<file path="src/rtl/hs_collector_pkg.sv">
// Shared types and helpers for the round-robin handshake collector.
// Holds the per-channel state encoding and the channel-tag width function.
package hs_collector_pkg;

    localparam logic [1:0] ST_IDLE = 2'd0;
    localparam logic [1:0] ST_PEND = 2'd1;
    localparam logic [1:0] ST_ACK  = 2'd2;

    typedef enum logic [1:0] {
        CH_IDLE = ST_IDLE,
        CH_PEND = ST_PEND,
        CH_ACK  = ST_ACK
    } ch_state_t;

    // Tag width never collapses to zero bits, even for tiny channel counts.
    function automatic int tag_width(input int n);
        return (n <= 2) ? 1 : $clog2(n);
    endfunction

endpackage

</file>
<file path="src/rtl/hs_rr_arb.sv">
// Combinational round-robin arbiter: first pending channel at or after ptr,
// wrapping at N-1 -> 0. Produces a one-hot grant, its index and a hit flag.
module hs_rr_arb #(
    parameter int N = 4,
    parameter int W = 2
) (
    input  logic [N-1:0] pend,
    input  logic [W-1:0] ptr,
    output logic [N-1:0] grant,
    output logic [W-1:0] idx,
    output logic         hit
);

    always_comb begin
        logic [W:0]   sum;
        logic [W-1:0] cand;
        grant = '0;
        idx   = '0;
        hit   = 1'b0;
        sum   = '0;
        cand  = '0;
        for (int k = 0; k < N; k++) begin
            // ptr + k folded back into 0..N-1 without a modulo operator
            sum = {1'b0, ptr} + (W+1)'(k);
            if (sum >= (W+1)'(N)) begin
                sum = sum - (W+1)'(N);
            end
            cand = sum[W-1:0];
            if (!hit && pend[cand]) begin
                hit         = 1'b1;
                grant[cand] = 1'b1;
                idx         = cand;
            end
        end
    end

endmodule

</file>
<file path="src/rtl/hs_rr_collector.sv">
// N-channel four-phase req/ack collector feeding a one-entry valid/ready slot.
// Optional sticky withdrawal flags (oErr) when HS_RR_COLLECTOR_ERR_EN is defined.
module hs_rr_collector
    import hs_collector_pkg::*;
#(
    parameter  int DATA_WIDTH = 32,
    parameter  int CH_NUM     = 4,
    localparam int CH_W       = tag_width(CH_NUM)
) (
    input  logic                         iClk,
    input  logic                         iRst,
    input  logic [CH_NUM-1:0]            iReq,
    input  logic [CH_NUM*DATA_WIDTH-1:0] iData,
    output logic [CH_NUM-1:0]            oAck,
`ifdef HS_RR_COLLECTOR_ERR_EN
    output logic [CH_NUM-1:0]            oErr,
`endif
    output logic                         oValid,
    input  logic                         iReady,
    output logic [DATA_WIDTH-1:0]        oData,
    output logic [CH_W-1:0]              oChId
);

    logic [CH_NUM-1:0]     pend;
    logic [CH_NUM-1:0]     pend_gated;
    logic [CH_NUM-1:0]     grant;
    logic [CH_W-1:0]       grant_idx;
    logic                  grant_any;
    logic                  slot_free;
    logic [CH_W-1:0]       rr_ptr_reg;
    logic [CH_W-1:0]       rr_ptr_next;
    logic                  valid_reg;
    logic [DATA_WIDTH-1:0] data_reg;
    logic [CH_W-1:0]       ch_id_reg;

    // A pop and a push may share a cycle, so the slot is free when being drained.
    assign slot_free  = !valid_reg || iReady;
    assign pend_gated = slot_free ? pend : '0;

    hs_rr_arb #(
        .N (CH_NUM),
        .W (CH_W)
    ) u_arb (
        .pend  (pend_gated),
        .ptr   (rr_ptr_reg),
        .grant (grant),
        .idx   (grant_idx),
        .hit   (grant_any)
    );

    genvar gi;
    generate
        for (gi = 0; gi < CH_NUM; gi++) begin : g_ch
            ch_state_t state_reg;
            ch_state_t state_next;

            always_ff @(posedge iClk) begin
                if (iRst) begin
                    state_reg <= CH_IDLE;
                end else begin
                    state_reg <= state_next;
                end
            end

            // A grant wins over a same-cycle withdrawal: the word is already captured.
            always_comb begin
                state_next = state_reg;
                case (state_reg)
                    CH_IDLE: if (iReq[gi]) state_next = CH_PEND;
                    CH_PEND: begin
                        if (grant[gi]) begin
                            state_next = CH_ACK;
                        end else if (!iReq[gi]) begin
                            state_next = CH_IDLE;
                        end
                    end
                    CH_ACK:  if (!iReq[gi]) state_next = CH_IDLE;
                    default: state_next = CH_IDLE;
                endcase
            end

            assign pend[gi] = (state_reg == CH_PEND);
            assign oAck[gi] = (state_reg == CH_ACK);

`ifdef HS_RR_COLLECTOR_ERR_EN
            logic err_reg;

            always_ff @(posedge iClk) begin
                if (iRst) begin
                    err_reg <= 1'b0;
                end else if ((state_reg == CH_PEND) && !grant[gi] && !iReq[gi]) begin
                    err_reg <= 1'b1;
                end
            end

            assign oErr[gi] = err_reg;
`endif
        end
    endgenerate

    assign rr_ptr_next = (grant_idx == CH_W'(CH_NUM - 1)) ? '0 : grant_idx + CH_W'(1);

    always_ff @(posedge iClk) begin
        if (iRst) begin
            rr_ptr_reg <= '0;
            valid_reg  <= 1'b0;
            data_reg   <= '0;
            ch_id_reg  <= '0;
        end else if (grant_any) begin
            rr_ptr_reg <= rr_ptr_next;
            valid_reg  <= 1'b1;
            data_reg   <= iData[grant_idx*DATA_WIDTH +: DATA_WIDTH];
            ch_id_reg  <= grant_idx;
        end else if (iReady) begin
            // Drained with nothing to replace it; data/tag keep their last value.
            valid_reg  <= 1'b0;
        end
    end

    assign oValid = valid_reg;
    assign oData  = data_reg;
    assign oChId  = ch_id_reg;

endmodule
</file>
<file path="config.mk">
export PLATFORM = sky130hd
export DESIGN_NAME = hs_rr_collector
export DESIGN_NICKNAME = d
export VERILOG_FILES = /design/src/rtl/hs_collector_pkg.sv /design/src/rtl/hs_rr_arb.sv /design/src/rtl/hs_rr_collector.sv
export SDC_FILE = /design/constraint.sdc
export NUM_CORES = 1
export LEC_CHECK = 0
export ABC_AREA = 1
export CORE_MARGIN = 1.5
export CORE_UTILIZATION = 25
export CTS_BUF_LIST = sky130_fd_sc_hd__clkbuf_8 sky130_fd_sc_hd__clkbuf_16
export DETAILED_ROUTE_END_ITERATION = 8
export SLEW_MARGIN = 30
export SYNTH_ARGS = -nofsm -noshare
export SYNTH_HDL_FRONTEND = slang
export SYNTH_SLANG_ARGS = --single-unit
</file>
<file path="constraint.sdc">
create_clock -name iClk -period 2.75 [get_ports iClk]
set_clock_uncertainty 0.05 [all_clocks]
set_input_delay 0.55 -clock iClk [delete_from_list [all_inputs] [get_ports iClk]]
set_output_delay 0.55 -clock iClk [all_outputs]
set_load 0.005 [all_outputs]
</file>
==> summary.md <==
| Metric | Value |
|---|---|
| Mean number of vias per cell | `4.34` |
| CP max stage delay | `roughly 0.48 ns` |
| CTS resizes | `0` |
| Slew at the pin closest to its max-slew limit | `0.337 ns` |
| Fmax | `0.402 GHz` |
| CTS H-tree lvls | `2` |
| P_leak | `2.91 nW` |
| Hold buffer count at cts | `0` |
| Post CTS Setup Buffer Count | `0` |
| Detail Route Antenna Nets | `0` |
| RSZ-0062 raised after global routing | `no` |
| Total gr overflow | `0` |
| GPL Wtd Cong | `roughly 0.84` |
| Status | `complete, no violations` |
| Final wirelength | `12600 um` |
| CP Data Arrival Time | `2.63 ns` |
| CTS Buffer Depth | `2` |
| Synthesized Nets | `~760` |
| FF-to-FF setup slack | `0.42 ns` |
| Worst Setup Start Kind | `input pin` |
| Worst Hold Class | `flop to flop` |
| Count of different cell masters after synthesis | `27` |
| GRT Total Usage | `0.165` |
| Mapped Area | `3640 um2` |
| Die Span Y | `124 um` |
| Crit path max-delay family | `simple AND/OR/NAND/NOR gates` |
| Cell count after synthesis | `about 600` |
| Area share of the largest cell type after synthesis | `0.248` |
| NumNets Final | `935` |
| Share of cells above drive strength 1 | `0.0871` |
| ANT cells | `0` |
| Area Overhead vs Synth | `59.9%` |
| Die width | `roughly 120 um` |
| Clock Sink Count | `45` |
| Max Slew Vio Count | `0` |
| Final Hold Violating Endpoints | `0` |
| Ports | `174` |
| Pwr Density | `1130 nW/um2` |
| Most common cell on crit path | `nand3_1` |
| Worst-path fanout max | `40` |
| Top cells by area, synth | `dfxtp_1 (25%), nand2_1 (19%), nand3_1 (16%)` |
| WL per Instance | `between 10 and 15 um` |
| Starting Density | `0.259` |
| Final setup violation count | `0` |
| Slew HR | `0.776` |
| Crit end category | `flop` |
| CTS tree | `yes` |
| Post-route DRC | `0` |
| Largest net degree at the start of global routing | `41` |
| Setup_tns | `0 ns` |
| DR vias | `approximately 4200` |
| I/O Buffers | `173` |
| Place WS | `0.00288 ns` |
| Core area | `~14000 um2` |
| Clk slew on worst S/H paths | `0.06 ns` |
| TritonRoute pass-1 iters | `4` |
| Clk_lat worst skew | `0.28 ns` |
| Antenna violations before repair | `0` |
| TritonCTS buffer count | `5` |
| Slowest CP cell | `clkdlybuf4s50_1` |
| Synth area leader | `dfxtp_1` |
| Number of synthesized register bits | `45` |
| Worst setup margin | `0.262 ns` |
| Site Rows | `43` |
| Initial drt markers | `172` |
| Max Cap Viol | `0` |
| Syn Area/Cell | `~6 um2` |
| Fin crit share | `0.905` |
| Number of flip-flops in the largest register | `32` |
| Peak VDD IR | `0.689 mV` |
| Die area | `15300 um2` |
| Critical Path, Cell by Cell | `clkdlybuf4s50_1 > inv_2 > nand2_4 > nand3_1 > nand3_1 > nand2_1 > nand3_1 > nand3_2 > nand2_2 > buf_12 > nand2_1 > nand3_1 > nand3_1 > nand2_1 > inv_1` |
| First-pass GRT wire length | `19800 um` |
| Root buffer cell | `clkbuf_16` |
| Vias in the first global route | `around 4000` |
| Ys Warns | `0` |
| Sequential cell area fraction in the yosys report | `0.248` |
| Final min period | `2.49 ns` |
| Crit Path Class | `input pin to flop` |
| Critical path buffers and inverters | `4` |
| Worst Path Required | `2.89 ns` |
| Final HPWL DP | `between 9000 and 10000 um` |
cells in the final DEF (no fill, tap or decap):
| cell type | count |
|---|---|
| inv_4 | 1 |
| inv_2 | 5 |
| clkinv_1 | 1 |
| ha_1 | 9 |
| nand3b_1 | 10 |
| clkinv_2 | 1 |
| nand3_1 | 116 |
| buf_4 | 23 |
| clkbuf_16 | 5 |
| dfxtp_1 | 45 |
| nand2_2 | 5 |
| nor2_4 | 7 |
| nand2_1 | 188 |
| nor2_2 | 2 |
| o2111ai_1 | 2 |
| and3_1 | 9 |
| nand2_4 | 2 |
| clkbuf_8 | 2 |
| nand3_2 | 8 |
| a21oi_1 | 18 |
| nor2_1 | 52 |
| inv_1 | 95 |
| o21ai_0 | 3 |
| buf_12 | 6 |
| nand4_1 | 1 |
| clkdlybuf4s50_1 | 173 |
| nand3_4 | 1 |
| nor2_8 | 1 |
| o21bai_1 | 1 |
worst reg2reg max path, cell delays in order, from the launching register on:
cell	delay, ns
dfxtp_1	0.37
inv_4	0.08
ha_1	0.35
inv_1	0.09
nand3_1	0.08
nand2_1	0.14
nand3_1	0.15
nand3_2	0.13
nand2_2	0.16
buf_12	0.22
nand2_1	0.10
nand3_1	0.11
nand3_1	0.10
nand2_1	0.07
inv_1	0.04
metrics by stage:
stage               cells  utilization  hold slack, ns  area (um2)  power (mW)
CTS                   972        0.414           0.416        5820        6.68
finish                972        0.414           0.416        5820        6.59
detailed placement    964        0.403           0.406        5660        6.00
floorplan             617            -           0.400        3640        4.26
global placement      964        0.403           0.402        5660        5.99
global route          972        0.414           0.444        5820        7.32
cell usage after synthesis, drive strengths merged:
| master | instances |
|---|---|
| o21ai | 3 |
| nand2 | 195 |
| ha | 9 |
| o21bai | 1 |
| nor2 | 62 |
| buf | 29 |
| dfxtp | 45 |
| a21oi | 18 |
| o2111ai | 2 |
| clkbuf | 6 |
| clkinv | 1 |
| and3 | 9 |
| inv | 101 |
| nand3 | 125 |
| nand4 | 1 |
| nand3b | 10 |
routing by layer:
metal  track usage  up-vias  part of all wire
met4        0.0309        0            0.0070
met1         0.223     1812              0.47
met5             0        -                 0
met2         0.269      153              0.45
li1              -     2245                 -
met3        0.0389        6             0.080
area by class of cell:
| type | instances | area, um2 |
|---|---|---|
| well taps | 180 | 225 |
| clock inverters | 1 | 5.00 |
| flip-flops and latches | 45 | 901 |
| inverters | 102 | 385 |
| repair buffers | 202 | 2020 |
| fillers | 1503 | 8220 |
| multi-input cells | 435 | 2120 |
| clock buffers | 7 | 153 |
kinds of logic (layout without fill, tap and decap cells):
logic type / count (synthesis) / after routing / share of synthesized area
DFF: 45 / 45 / 0.248
AOI/OAI and AO/OA: 24 / 24 / 0.0358
and+or+nand+nor: 402 / 402 / 0.517
adders and majority gates: 9 / 9 / 0.0309
buffers and inverters: 137 / 312 / 0.169
path summary, 6_finish.rpt:
path                         startpoint                     end  cells past startpoint
min               oChId[0]$_SDFFE_PP0P_   oChId[0]$_SDFFE_PP0P_                      2
min reg2reg       oChId[0]$_SDFFE_PP0P_   oChId[0]$_SDFFE_PP0P_                      2
max reg2reg  rr_ptr_reg[0]$_SDFFE_PP0P_  oData[24]$_SDFFE_PP0P_                     14
max                              iReady  oData[24]$_SDFFE_PP0P_                     15
where the power goes:
group	switching, mW	internal [mW]	leakage [nW]
logic	2.80	2.12	2.46
clock network	0.259	0.385	0.0799
registers	0.125	0.900	0.373
Note: power is estimated with default switching activity, not from simulation.
